$ cat config.mk
export PLATFORM = sky130hd
export DESIGN_NAME = ahb_cfg_bridge
export DESIGN_NICKNAME = d
export VERILOG_FILES = /design/src/rtl/ahb_cfg_bridge.sv
export SDC_FILE = /design/constraint.sdc
export NUM_CORES = 1
export LEC_CHECK = 0
export ABC_AREA = 0
export BUFFER_PORTS_ARGS = -buffer_cell sky130_fd_sc_hd__buf_2
export CORE_MARGIN = 10
export CORE_UTILIZATION = 38
export CTS_CLUSTER_SIZE = 8
export DETAILED_ROUTE_END_ITERATION = 16
export PLACE_DENSITY_LB_ADDON = 0.2
export SYNTH_ARGS = -nofsm -noshare
export SYNTH_HDL_FRONTEND = slang
export SYNTH_SLANG_ARGS = --single-unit
$ cat constraint.sdc
create_clock -name clk -period 1.95 [get_ports clk]
set_input_delay 0.39 -clock clk [delete_from_list [all_inputs] [get_ports clk]]
set_output_delay 0.39 -clock clk [all_outputs]
set_load 0.01 [all_outputs]
$ cat src/rtl/ahb_cfg_bridge.sv
// AHB-Lite slave front end for a peripheral configuration register bank.
// Turns word-sized AHB transfers into single-cycle read/write strobes and returns the bank's read data.
module ahb_cfg_bridge #(
    parameter int unsigned AW   = 12,
    parameter int unsigned DW   = 32,
    parameter int unsigned NREG = 16
) (
    input  logic          clk,
    input  logic          rst_n,
    input  logic          hsel_i,
    input  logic [AW-1:0] haddr_i,
    input  logic [1:0]    htrans_i,
    input  logic          hwrite_i,
    input  logic [2:0]    hsize_i,
    input  logic [DW-1:0] hwdata_i,
    input  logic          hready_i,
    output logic          hreadyout_o,
    output logic          hresp_o,
    output logic [DW-1:0] hrdata_o,
    output logic [AW-3:0] reg_addr_o,
    output logic          reg_ren_o,
    output logic          reg_wen_o,
    output logic [DW-1:0] reg_wdata_o,
    input  logic [DW-1:0] reg_rdata_i
);

    localparam int unsigned IW = AW - 2;

    localparam logic [2:0] S_IDLE = 3'd0;
    localparam logic [2:0] S_WR   = 3'd1;
    localparam logic [2:0] S_RD1  = 3'd2;
    localparam logic [2:0] S_RD2  = 3'd3;
    localparam logic [2:0] S_ERR1 = 3'd4;
    localparam logic [2:0] S_ERR2 = 3'd5;

    logic [2:0]    state;
    logic [2:0]    state_nxt;
    logic [IW-1:0] idx;
    logic          accept;
    logic          req_err;

    // Address-phase decode; RD1 and ERR1 hold HREADY low so no new phase can start there
    always_comb begin
        accept  = hsel_i && hready_i && htrans_i[1] && (state != S_RD1) && (state != S_ERR1);
        req_err = (hsize_i != 3'b010) || (haddr_i[1:0] != 2'b00)
                  || (haddr_i[AW-1:2] >= IW'(NREG));
    end

    always_comb begin
        state_nxt = S_IDLE;
        if (state == S_RD1) begin
            state_nxt = S_RD2;
        end else if (state == S_ERR1) begin
            state_nxt = S_ERR2;
        end else if (accept) begin
            if (req_err)       state_nxt = S_ERR1;
            else if (hwrite_i) state_nxt = S_WR;
            else               state_nxt = S_RD1;
        end
    end

    always_ff @(posedge clk) begin
        if (!rst_n) begin
            state    <= S_IDLE;
            idx      <= '0;
            hrdata_o <= '0;
        end else begin
            state <= state_nxt;
            if (accept) idx <= haddr_i[AW-1:2];
            if (state == S_RD1) hrdata_o <= reg_rdata_i;
        end
    end

    // Data-phase outputs decoded from the state register; write data passes straight through
    always_comb begin
        hreadyout_o = 1'b1;
        hresp_o     = 1'b0;
        reg_ren_o   = 1'b0;
        reg_wen_o   = 1'b0;
        reg_addr_o  = '0;
        reg_wdata_o = '0;
        case (state)
            S_WR: begin
                reg_wen_o   = 1'b1;
                reg_addr_o  = idx;
                reg_wdata_o = hwdata_i;
            end
            S_RD1: begin
                reg_ren_o   = 1'b1;
                reg_addr_o  = idx;
                hreadyout_o = 1'b0;
            end
            S_ERR1: begin
                hresp_o     = 1'b1;
                hreadyout_o = 1'b0;
            end
            S_ERR2: begin
                hresp_o     = 1'b1;
            end
            default: ;
        endcase
    end

endmodule

==> results of run 1 <==
[sequential cells by signal, indices dropped and copies added (netlist names)]
name / count
idx: 10
state: 3
hrdata_o: 32
[what timing repair did]
item                                    CTS  global route
endpoints found under the setup margin   10            43
pin swaps                                 0             1
resized for setup                         3             7
buffers inserted                          0             2
cloned                                    0             1
[logic make-up (layout without fill, tap and decap cells)]
logic type                Yosys count  count (layout)  synth area share
AOI/OAI and AO/OA                  37              37             0.101
xor gates and xnor gates            1               1           0.00452
buffers and inverters              17             179            0.0523
DFF                                45              45             0.465
muxes                              10              10            0.0517
and+or+nand+nor                   131             132             0.326
[cells in the mapped netlist, drive strengths merged, types with 2 or more instances]
cell	n
buf	9
or2	2
and2	32
clkbuf	6
nor2	13
inv	2
nand2	66
nor2b	11
nor4	2
dfxtp	45
mux2i	10
a21oi	34
[power by group]
group / switching [mW] / internal [mW]
clock network: 0.304 / 0.418
logic: 0.0748 / 0.0988
registers: 0.00695 / 0.927
[through the flow]
stage	instances	TNS, ns	setup WS, ns	utilization
finish	471	0	0.106	0.615
global route	471	-0.0207	-0.00672	0.615
CTS	468	-0.00126	-0.00126	0.605
detailed placement	460	0	0.207	0.579
global placement	460	0	0.262	0.579
floorplan	241	0	0.365	-
[worst paths after layout]
kind | slack (ns) | end | from | cells after the start
setup / recovery | 0.11 | reg_ren_o | state[0]$_SDFF_PN0_ | 5
hold reg to reg | 0.45 | hrdata_o[3]$_SDFFE_PN0P_ | hrdata_o[3]$_SDFFE_PN0P_ | 2
setup reg to reg | 0.30 | idx[1]$_SDFFE_PN0N_ | state[2]$_SDFF_PP0_ | 4
hold / removal | 0.33 | hrdata_o[13]$_SDFFE_PN0P_ | reg_rdata_i[13] | 3
[placed cells by master (no fill, tap or decap), types with 2 or more instances in the layout]
master / Yosys / layout
buf_2: 4 / 162
nand2_1: 66 / 66
dfxtp_1: 45 / 43
a21oi_1: 34 / 34
and2_1: 32 / 32
nor2_1: 12 / 12
nor2b_1: 11 / 11
mux2i_1: 10 / 10
clkbuf_8: 0 / 6
buf_4: 0 / 4
nor2_4: 0 / 2
nor4_1: 2 / 2
dfxtp_2: 0 / 2
[worst max-delay path: cells and delay by family (launching register included)]
kind	cells	cell delay, ns
buffers and inverters	3	0.40
DFF	1	0.35
and+or+nand+nor	2	0.40
[routing by layer]
| metal | GRT usage | part of all wire | vias to the layer above |
|---|---|---|---|
| met2 | 0.261 | 0.51 | 89 |
| met3 | 0.0823 | 0.11 | 4 |
| li1 | - | - | 1095 |
| met1 | 0.157 | 0.38 | 916 |
| met5 | 0 | 0 | - |
| met4 | 0.0352 | 0.0074 | 0 |
[area by class of cell]
class,count,area share
inverter,2,0.00422
timing repair buffer,169,0.299
sequential,45,0.305
tap,67,0.0283
clock inverter,1,0.0101
clock buffer,7,0.0291
multi-input combinational,180,0.324
==> impl_results.md, run 1 <==
* CTS root buf: clkbuf_8
* Post-Syn Area at 1940 um2
* Min cycle time layout at 1.84 ns
* Synth area leader: dfxtp_1
* Crit path launch type: register
* Clk buf depth at 2
* Leakage at 1.55 nW
* Synth Flop Type: dfxtp_1
* Storage cell area at 903 um2
* Initial Utilization at 0.402
* Layout fillers at about 470
* EDFF count, synth at 0
* Final WL at between 6000 and 7000 um
* VDD IR max at 0.368 mV
* Post-Synthesis Cells at 241
* Diodes inserted at 0
* Post-DP HPWL at 5460 um
* Largest net degree at the start of global routing at 34
* Port bufs at roughly 160
* Register area share after synthesis at 0.465
* Crit-path cells: nand2b_1 > or2_4 > inv_6 > buf_8 > buf_2
* WL/cell at 14.6 um
* Vias per cell at 4.47
* Outcome: completed
* Drt pass-1 iters at 4
* MaxCap Viol Count at 0
* Largest stage delay, worst path at 0.35 ns
* Fin. Hold Viols at 0
* Period utilisation layout at 0.946
* Worst min path class: in -> reg
* First-pass GRT wire length at 10500 um
* Crit-path slowest cell: dfxtp_2
* Total Nets Final at 489
* Residual DRC count at 0
* #FFs+latches synth at 45
* FFs w/ async S/R, synth at 0
* WP data arrival at 1.45 ns
* Pwr Density at 617 nW/um2
* Total Power at about 1.8 mW
* Synthesized net count at 327
* Worst Setup End Kind: output pin
* Actual slew at the worst max-slew pin at 0.717 ns
* CTS H-tree depth at 2
* Crit path max fanout at 18
* CTS tree: done
* Clk Latency, worst-skew pair at 0.29 ns
* Yosys cell types at 26
* Post-Syn Area per Cell at 8.04 um2
* Max Slew Vio Count at 0
* Top cell type's share of synthesized area at 0.465
* DIE WIDTH at 91.4 um
* Via count at ~2100
* DIE AREA at 8350 um2
* CTS Buf Count at 5
* Worst Path Class, Setup: reg -> out
* Setup violators final at 0
* GP Congestion at just under 0.8
* Core area at around 4800 um2
* Core Rows at 25
* Hold Slack at ~0.33 ns
* Antenna violations before repair at 0
* Clk_skew at 0.00699 ns
* I/O pins at between 150 and 200
* GR Overflow Total at 0
* Max Clock Freq at around 540 MHz
* Detail Route Antenna Nets at 0
* Clk sinks at between 40 and 50
* Layout area overhead at 53.0%
* Die Height at between 90 and 100 um
* Vias in the first global route at 2137
* CTS Hold Bufs at 0
* Share of post-route cells with drive strength above 1 at 0.460
* Top cells by area, synth: dfxtp_1 47%, nand2_1 13%, and2_1 10%
* Iter 0 DRT Violations at 93
* Clock Pin Slew Worst Setup and Hold Paths at around 0.08 ns
* WP data required at 1.56 ns
* Area after DPL at 2790 um2
* Multi-input logic area at 960 um2
* Slew HR at 0.522
* GR Util All Layers at 0.151
* Ys Warns at 0
* Final instance area at 2960 um2
(Power assumes the default switching activity.)
==> run 2: changes to the inputs <==
ABC_AREA = 1   (was 0)
CORE_UTILIZATION = 39   (was 38)
CTS_CLUSTER_DIAMETER = 50   (was not set)
==> impl_results.md, run 2 <==
* Post-Synthesis Cells at 304
* Crit-path slowest cell: dfxtp_1
* Crit-path cells: inv_2 > nand3_4 > nand2_1 > inv_2 > nor2_1 > buf_2
* Actual slew at the worst max-slew pin at 0.367 ns
* Yosys cell types at 18
* Residual DRC count at 0
* Max Clock Freq at 564 MHz
* Synthesized net count at 390
* Total Nets Final at about 550
* Final WL at 7170 um
* Setup violators final at 0
* CTS tree: done
* Post-Syn Area at 1990 um2
* Post-Route Setup TNS at 0 ns
* DIE AREA at 8360 um2
* CTS Buf Count at 5
* Crit path max fanout at 10
* Worst Path Class, Setup: reg -> out
* Critical R2R Launch: state[2]$_SDFF_PP0_
* Min cycle time layout at 1.77 ns
* MaxCap Viol Count at 0
* GR Overflow Total at 0
* Clk sinks at 45
* Worst Hold Launch: haddr_i[5]
* Diodes inserted at 0
* Clk_skew at 0.00582 ns
* Initial Utilization at 0.410
* Core area at 4850 um2
* R2R depth at 7
* Period utilisation layout at 0.909
* Largest net degree at the start of global routing at 36
* Ys Warns at 0
* Hold Path Cell Cnt at 3
* VDD IR max at between 0.5 and 0.6 mV
* CTS Hold Bufs at 0
* Die Height at 91.4 um
* Worst Setup End Kind: output pin
* I/O pins at 164
* CTS H-tree depth at 2
* Detail Route Antenna Nets at 0
* Hold Path End: idx[3]$_SDFFE_PN0N_
* Synth Flop Type: dfxtp_1
* Outcome: completed
* First-pass GRT wire length at 11000 um
* Max reg flops at 32
* Clk Latency, worst-skew pair at 0.29 ns
* Post-Syn Area per Cell at 6.54 um2
* Via count at 2330
* Top Registers: hrdata_o x32, idx x10, state x3
* Layout area overhead at 50.3%
* GR Util All Layers at 0.158
* WL/cell at 13.5 um
* Commonest non-fill, non-tap cells in the layout: 162 x buf_2, 69 x nand2_1, 60 x nor2_1
* Slew HR at 0.755
* Total Power at 1.85 mW
* Fin. Hold Viols at 0
* Drt pass-1 iters at 4
* Antenna violations before repair at 0
* Reg-to-reg setup timing slack at 0.41 ns
* FFs w/ async S/R, synth at 0
* Top cells by area, synth: dfxtp_1 45%, nand2_1 13%, nor2_1 11%
* GP Congestion at around 0.9
* Post-DP HPWL at 5700 um
* #FFs+latches synth at 45
* Share of post-route cells with drive strength above 1 at 0.397
* Clock Pin Slew Worst Setup and Hold Paths at 0.08 ns
* EDFF count, synth at 0
* Synth area leader: dfxtp_1
* Largest reg by FF count: hrdata_o
* Vias in the first global route at about 2200
* Crit path launch type: register
* Port bufs at between 150 and 200
* WP data arrival at 1.38 ns
* WP data required at 1.56 ns
* Register area share after synthesis at 0.453
* Post-CTS setup buffer count at 0
* Largest stage delay, worst path at roughly 0.4 ns
* DIE WIDTH at 91.4 um
* Post_cts resized at 0
* Top cell type's share of synthesized area at 0.453
* Leakage at 1.69 nW
* Pwr Density at 620 nW/um2
* Max Slew Vio Count at 0
* Most frequent CP cell: inv_2
* RSZ-0062 raised after global routing: false
* Core Rows at 25
* Worst min path class: in -> reg
* CTS root buf: clkbuf_8
* Iter 0 DRT Violations at 107
* Most instantiated cells after synthesis: 69 x nand2_1, 60 x nor2_1, 55 x inv_1
* Most common cell after layout, fill and taps aside: buf_2
* Vias per cell at 4.37
* FF-to-FF End: idx[1]$_SDFFE_PN0N_
* Most common cell in the netlist: nand2_1
* Clk buf depth at 2
[run 2: changes by cell type after synthesis, moves of 2 or more]
cell and change:
nor4_1 -2, inv_1 +55, a21oi_1 +5, buf_6 -3
o21ai_0 +10, and2_1 -32, nand3_1 +3, nor2_1 +48
nand2_1 +3, buf_2 +2, mux2i_1 -10, nor2b_1 -11
nand2_2 +2
[run 2: layer usage]
metal | wire length (um) | part of all wire | vias up | track usage
met1 | 2920 | 0.41 | 987 | 0.173
met2 | 3400 | 0.47 | 114 | 0.268
li1 | - | - | 1224 | -
met3 | 780 | 0.11 | 5 | 0.0774
met5 | 0 | 0 | - | 0
met4 | 65 | 0.0091 | 0 | 0.0392
[run 2: cell families after synthesis]
kind of cell           after synthesis  share of synthesized area
buffers and inverters               71                      0.142
flip-flops                          45                      0.453
AO/OA/AOI/OAI                       50                      0.128
AND/OR/NAND/NOR                    138                      0.278
[run 2: layout make-up]
cell class | count | area [um2]
clock buffers | 7 | 86.3
repair buffers | 167 | 852
flip-flops and latches | 45 | 902
fillers | 465 | 1860
multi-input cells | 189 | 822
well taps | 67 | 83.8
clock inverters | 1 | 30.0
inverters | 57 | 214
[run 2: worst max-delay path by stage]
stage	from	end	slack [ns]	depth (start not counted)
5_1_grt	state[0]$_SDFF_PN0_	reg_wdata_o[0]	0.03	6
3_3_place_gp	state[1]$_SDFF_PN0_	reg_addr_o[6]	0.41	5
4_1_cts	state[0]$_SDFF_PN0_	reg_wdata_o[0]	0.04	6
2_1_floorplan	state[1]$_SDFF_PN0_	reg_wdata_o[10]	0.35	4
3_5_place_dp	state[0]$_SDFF_PN0_	reg_wdata_o[0]	0.37	6
6_report	state[2]$_SDFF_PP0_	reg_addr_o[6]	0.18	6
[run 2: critical path, delay by kind of cell (launching register included)]
kind,cells,cell delay [ns]
AND/OR/NAND/NOR,3,0.30
flip-flops,1,0.40
buffers and inverters,3,0.38
[run 2: power by group]
| part | internal [mW] | leakage, nW | switching, mW |
|---|---|---|---|
| combinational | 0.0925 | 1.27 | 0.0971 |
| clock | 0.418 | 0.0585 | 0.309 |
| sequential | 0.931 | 0.364 | 0.00700 |
[run 2: through the flow]
step / hold slack, ns / std cells / setup WS, ns / utilization / instance area [um2]
floorplan: 0.474 / 304 / 0.348 / - / 1990
global placement: 0.448 / 524 / 0.412 / 0.589 / 2850
detailed placement: 0.452 / 524 / 0.373 / 0.589 / 2850
CTS: 0.320 / 532 / 0.0366 / 0.613 / 2970
global route: 0.324 / 533 / 0.0284 / 0.617 / 2990
finish: 0.323 / 533 / 0.178 / 0.617 / 2990
